===== config.mk =====
export PLATFORM = sky130hd
export DESIGN_NAME = ex_mem_reg
export DESIGN_NICKNAME = d
export VERILOG_FILES = /design/src/rtl/cpu_pipe_pkg.sv /design/src/rtl/pipe_stage_ctl.sv /design/src/rtl/ex_mem_reg.sv
export SDC_FILE = /design/constraint.sdc
export NUM_CORES = 1
export LEC_CHECK = 0
export CAP_MARGIN = 10
export CORE_AREA = 3 3 135 137
export CTS_CLUSTER_DIAMETER = 150
export DETAILED_ROUTE_END_ITERATION = 8
export DIE_AREA = 0 0 138 140
export DONT_BUFFER_PORTS = 1
export PLACE_DENSITY = 0.57
export SLEW_MARGIN = 20
export SYNTH_ARGS = -nofsm -noshare
export SYNTH_HDL_FRONTEND = slang
export SYNTH_HIERARCHICAL = 1
export SYNTH_SLANG_ARGS = --single-unit

===== constraint.sdc =====
create_clock -name clk -period 0.93 [get_ports clk]
set_input_delay 0.279 -clock clk [delete_from_list [all_inputs] [get_ports clk]]
set_output_delay 0.279 -clock clk [all_outputs]
set_load 0.05 [all_outputs]

===== src/rtl/cpu_pipe_pkg.sv =====
// Shared pipeline types: default widths, stall-vector stage indices,
// write-back / multiply-accumulate bundles and stage control one-hot.
package cpu_pipe_pkg;

    localparam int DW      = 32;
    localparam int AW      = 5;
    localparam int CNT_W   = 5;
    localparam int STALL_W = 6;

    localparam int STALL_PC  = 0;
    localparam int STALL_IF  = 1;
    localparam int STALL_ID  = 2;
    localparam int STALL_EX  = 3;
    localparam int STALL_MEM = 4;
    localparam int STALL_WB  = 5;

    typedef struct packed {
        logic          valid;
        logic          we;
        logic [AW-1:0] waddr;
        logic [DW-1:0] wdata;
        logic          whilo;
        logic [DW-1:0] hi;
        logic [DW-1:0] lo;
    } wb_bundle_t;

    typedef struct packed {
        logic [CNT_W-1:0] cnt;
        logic [2*DW-1:0]  hilo_tempt;
    } mac_state_t;

    // Exactly one bit is set every cycle.
    typedef struct packed {
        logic load;
        logic bubble;
        logic hold;
        logic clear;
    } stage_ctl_t;

endpackage


===== src/rtl/pipe_stage_ctl.sv =====
// Decodes flush and the stall bits of this stage and the next one into
// one-hot load / bubble / hold / clear controls for a pipeline register.
//   flush      : synchronous flush, wins over any stall
//   stall_self : stall bit of the stage feeding this register
//   stall_next : stall bit of the stage consuming this register
//   ctl        : one-hot control bundle
module pipe_stage_ctl
    import cpu_pipe_pkg::*;
(
    input  logic       flush,
    input  logic       stall_self,
    input  logic       stall_next,
    output stage_ctl_t ctl
);

    always_comb begin
        ctl = '0;
        unique case (1'b1)
            flush:                                     ctl.clear  = 1'b1;
            (!flush &&  stall_self && !stall_next):    ctl.bubble = 1'b1;
            (!flush && !stall_self):                   ctl.load   = 1'b1;
            (!flush &&  stall_self &&  stall_next):    ctl.hold   = 1'b1;
            default:                                   ctl        = '0;
        endcase
    end

endmodule


===== src/rtl/ex_mem_reg.sv =====
// EX->MEM pipeline register: write-back fields, HI/LO fields and the
// multi-cycle madd/msub state, with flush, bubble, hold and valid bit.
//   clk, reset_n      : clock, async active-low reset
//   stall, flush      : per-stage stall vector, synchronous flush
//   ex_*              : fields produced by EX this cycle
//   mem_*             : registered fields; mem_cnt/mem_hilo_tempt loop to EX
module ex_mem_reg
    import cpu_pipe_pkg::*;
#(
    parameter int DW      = cpu_pipe_pkg::DW,
    parameter int AW      = cpu_pipe_pkg::AW,
    parameter int CNT_W   = cpu_pipe_pkg::CNT_W,
    parameter int STALL_W = cpu_pipe_pkg::STALL_W,
    parameter int EX_IDX  = STALL_EX,
    parameter int MEM_IDX = STALL_MEM
) (
    input  logic               clk,
    input  logic               reset_n,
    input  logic [STALL_W-1:0] stall,
    input  logic               flush,
    input  logic               ex_valid,
    input  logic               ex_we,
    input  logic [AW-1:0]      ex_waddr,
    input  logic [DW-1:0]      ex_wdata,
    input  logic               ex_whilo,
    input  logic [DW-1:0]      ex_hi,
    input  logic [DW-1:0]      ex_lo,
    input  logic [CNT_W-1:0]   ex_cnt,
    input  logic [2*DW-1:0]    ex_hilo_tempt,
    output logic               mem_valid,
    output logic               mem_we,
    output logic [AW-1:0]      mem_waddr,
    output logic [DW-1:0]      mem_wdata,
    output logic               mem_whilo,
    output logic [DW-1:0]      mem_hi,
    output logic [DW-1:0]      mem_lo,
    output logic [CNT_W-1:0]   mem_cnt,
    output logic [2*DW-1:0]    mem_hilo_tempt
);

    typedef struct packed {
        logic          valid;
        logic          we;
        logic [AW-1:0] waddr;
        logic [DW-1:0] wdata;
        logic          whilo;
        logic [DW-1:0] hi;
        logic [DW-1:0] lo;
    } wb_t;

    typedef struct packed {
        logic [CNT_W-1:0] cnt;
        logic [2*DW-1:0]  hilo_tempt;
    } mac_t;

    stage_ctl_t ctl;
    wb_t        wb_d, wb_q;
    mac_t       mac_d, mac_q;

    // Only the EX and MEM bits matter here.
    logic unused_stall;
    assign unused_stall = ^stall;

    pipe_stage_ctl u_ctl (
        .flush      (flush),
        .stall_self (stall[EX_IDX]),
        .stall_next (stall[MEM_IDX]),
        .ctl        (ctl)
    );

    always_comb begin
        wb_d  = wb_q;
        mac_d = mac_q;
        unique case (1'b1)
            ctl.clear: begin
                wb_d  = '0;
                mac_d = '0;
            end
            // Bubble to MEM, but keep the madd/msub progress alive.
            ctl.bubble: begin
                wb_d            = '0;
                mac_d.cnt        = ex_cnt;
                mac_d.hilo_tempt = ex_hilo_tempt;
            end
            // A captured instruction ends any multi-cycle sequence.
            ctl.load: begin
                wb_d.valid = ex_valid;
                wb_d.we    = ex_valid & ex_we;
                wb_d.waddr = ex_waddr;
                wb_d.wdata = ex_wdata;
                wb_d.whilo = ex_valid & ex_whilo;
                wb_d.hi    = ex_hi;
                wb_d.lo    = ex_lo;
                mac_d      = '0;
            end
            ctl.hold: begin
                wb_d  = wb_q;
                mac_d = mac_q;
            end
            default: begin
                wb_d  = wb_q;
                mac_d = mac_q;
            end
        endcase
    end

    always_ff @(posedge clk or negedge reset_n) begin
        if (!reset_n) begin
            wb_q  <= '0;
            mac_q <= '0;
        end else begin
            wb_q  <= wb_d;
            mac_q <= mac_d;
        end
    end

    assign mem_valid      = wb_q.valid;
    assign mem_we         = wb_q.we;
    assign mem_waddr      = wb_q.waddr;
    assign mem_wdata      = wb_q.wdata;
    assign mem_whilo      = wb_q.whilo;
    assign mem_hi         = wb_q.hi;
    assign mem_lo         = wb_q.lo;
    assign mem_cnt        = mac_q.cnt;
    assign mem_hilo_tempt = mac_q.hilo_tempt;

endmodule


==> metrics.yaml <==
status: "complete, but fails checks"
violations: "negative hold slack, negative setup slack"
powerDensity_nw_per_um2: 1626
track_usage_pct: 23.20
start_kind: "register"
critical_path_buf_inv_count: 1
std_cell_rows: 48
r2r_slack_ps: -90
synthToLayoutAreaGrowth_pct: 75.47
holdBufCountCts: 93
timing.max_cap.violations: 0
antenna_found_initial: 0
path_max_fanout: 2
rsz0062_at_grt: "true"
multi_input_area_um2: 2643
maxSlewHeadroom_pct: 66.04
grt_busiest_layer: "met2"
finalCritPeriodShare_pct: 140.7
fin_skew_ps: 0
fmax_mhz: 764.4
cts.sinks: 173
final_max_slew_viol_count: 0
wire_per_inst_um: 21.37
clock_latency_ps: 420
setup_ws_ps: -378.2
grt_use_met3_pct: 6.555
pre_cts_ws_ps: -411.1
leakage_nw: 5.716
fp.dieW_um: 138
dpl_cell_area_um2: 10360
n_fill_cell: 1025
postSynthNetCount: 756
synthCells: 574
vias: 5756
dp_hpwl_um: 15430
drt_iter0_drc: 235
cp-end-kind: "primary output"
dieArea_um2: 19320
setup_viol: 190
hold_violations: 173
cp.arrival_ps: 1030
ant_nets: 0
cts_tree: "built"
route.detailed.drc: 0
h-tree-depth: 4
grt_pass1_vias: 6048
worst_pin_slew_ps: 509.5
gr-usage-met2_pct: 40.36
grt_pass1_wl_um: 35580
place_congestion: 0.8324
cts_buffers: 17
avgSynthCellArea_um2: 12.47
wl_um: 23700
core_area_um2: 17180
critPathRequiredTime_ps: 650
crit_type: "register to primary output"
path_clk_slew_ps: 70
min_path_type: "input port to async pin"
portBuffers: 0
crit_chain: "buf_12"
whs_ps: -446.5
grtUsageMet1_pct: 27.56
max_stage_delay_ps: 440
crit_path_top_delay_cell: "dfrtp_1"
nets: 1053
drive_gt1_share_pct: 32.13
n_antenna_cell: 0
min_period_ps: 1308
initial_core_util_pct: 41.67
cp_top_family: "flip-flops"
syn_area_um2: 7157
grt_remaining_overflow: 0
clock-root-buffer: "clkbuf_16"
ys_warn_count: 6
drt-pass1-iter-count: 4
grt_max_degree: 174
ioPinCount: 355
seqCellArea_um2: 4329
die_height_um: 140
max-vdd-ir-drop_mv: 1.102
via_per_inst: 5.190
clk_path_buf_depth: 2
design_area_um2: 12560
sequential cells by signal (all words and copies together) (netlist names):
register,count
mem_cnt,5
mem_hi,32
mem_hilo_tempt,64
mem_lo,32
mem_valid,1
mem_waddr,5
mem_wdata,32
mem_we,1
mem_whilo,1
per-layer routing:
metal	routed length [µm]	share of wire, %	vias to the layer above
met4	658	2.8	0
met2	12320	52	292
li1	-	-	2573
met1	9004	38	2847
met3	1711	7.2	44
met5	0	0	-
where the power goes:
group          internal (W)  switching [W]  leakage (nW)
Clock               0.00471        0.00309         0.316
Sequential          0.00789       0.000359          2.33
Combinational       0.00211        0.00226          3.07
Total                0.0147        0.00572          5.72
final timing paths:
path	start	to	cells past startpoint
max in group asynchronous	reset_n	mem_lo[26]$_DFFE_PN0P_	0
min in group clk	ex_lo[28]	mem_lo[28]$_DFFE_PN0P_	1
min reg2reg	mem_hilo_tempt[12]$_DFFE_PN0P_	mem_hilo_tempt[12]$_DFFE_PN0P_	2
min	reset_n	mem_lo[0]$_DFFE_PN0P_	0
max	mem_lo[3]$_DFFE_PN0P_	mem_lo[3]	1
max reg2reg	mem_lo[25]$_DFFE_PN0P_	mem_lo[25]$_DFFE_PN0P_	4
layout by cell type, fill, tap and decap left out, drive strengths merged:
master / n
a22o: 102
a32o: 2
buf: 234
bufinv: 4
clkbuf: 21
clkinv: 2
clkinvlp: 1
dfrtp: 173
dlygate4sd3: 93
inv: 6
mux2i: 69
nor2: 71
nor2b: 104
nor3b: 1
or2: 1
final cells by class:
class	instances	share of cell area [%]
clock inverter	13	1.574
multi-input combinational	350	21.04
sequential	173	34.47
timing repair buffer	329	37.06
clock buffer	19	3.607
tap	225	2.242
per-stage QoR:
| stage | utilization, % | instances | setup TNS [ps] | total power, W | hold slack (ps) |
|---|---|---|---|---|---|
| floorplan | - | 574 | -42510 | 0.01049 | -16.59 |
| finish | 73.11 | 1109 | -58590 | 0.02042 | -446.5 |
| CTS | 71.65 | 1096 | -61790 | 0.02038 | -470.4 |
| global placement | 60.30 | 949 | -53500 | 0.01199 | -12.64 |
| global route | 73.11 | 1109 | -64900 | 0.02102 | -471.5 |
| detailed placement | 60.30 | 949 | -56360 | 0.01206 | -13.61 |
timing repair:
action                     CTS  global route
pin swaps                   10            14
setup endpoints to repair  173           196
cloned                       0             2
buffers inserted            22            17
gates resized for setup     52            30
hold endpoints to repair   266           173
Note: power is estimated with default switching activity, not from simulation.
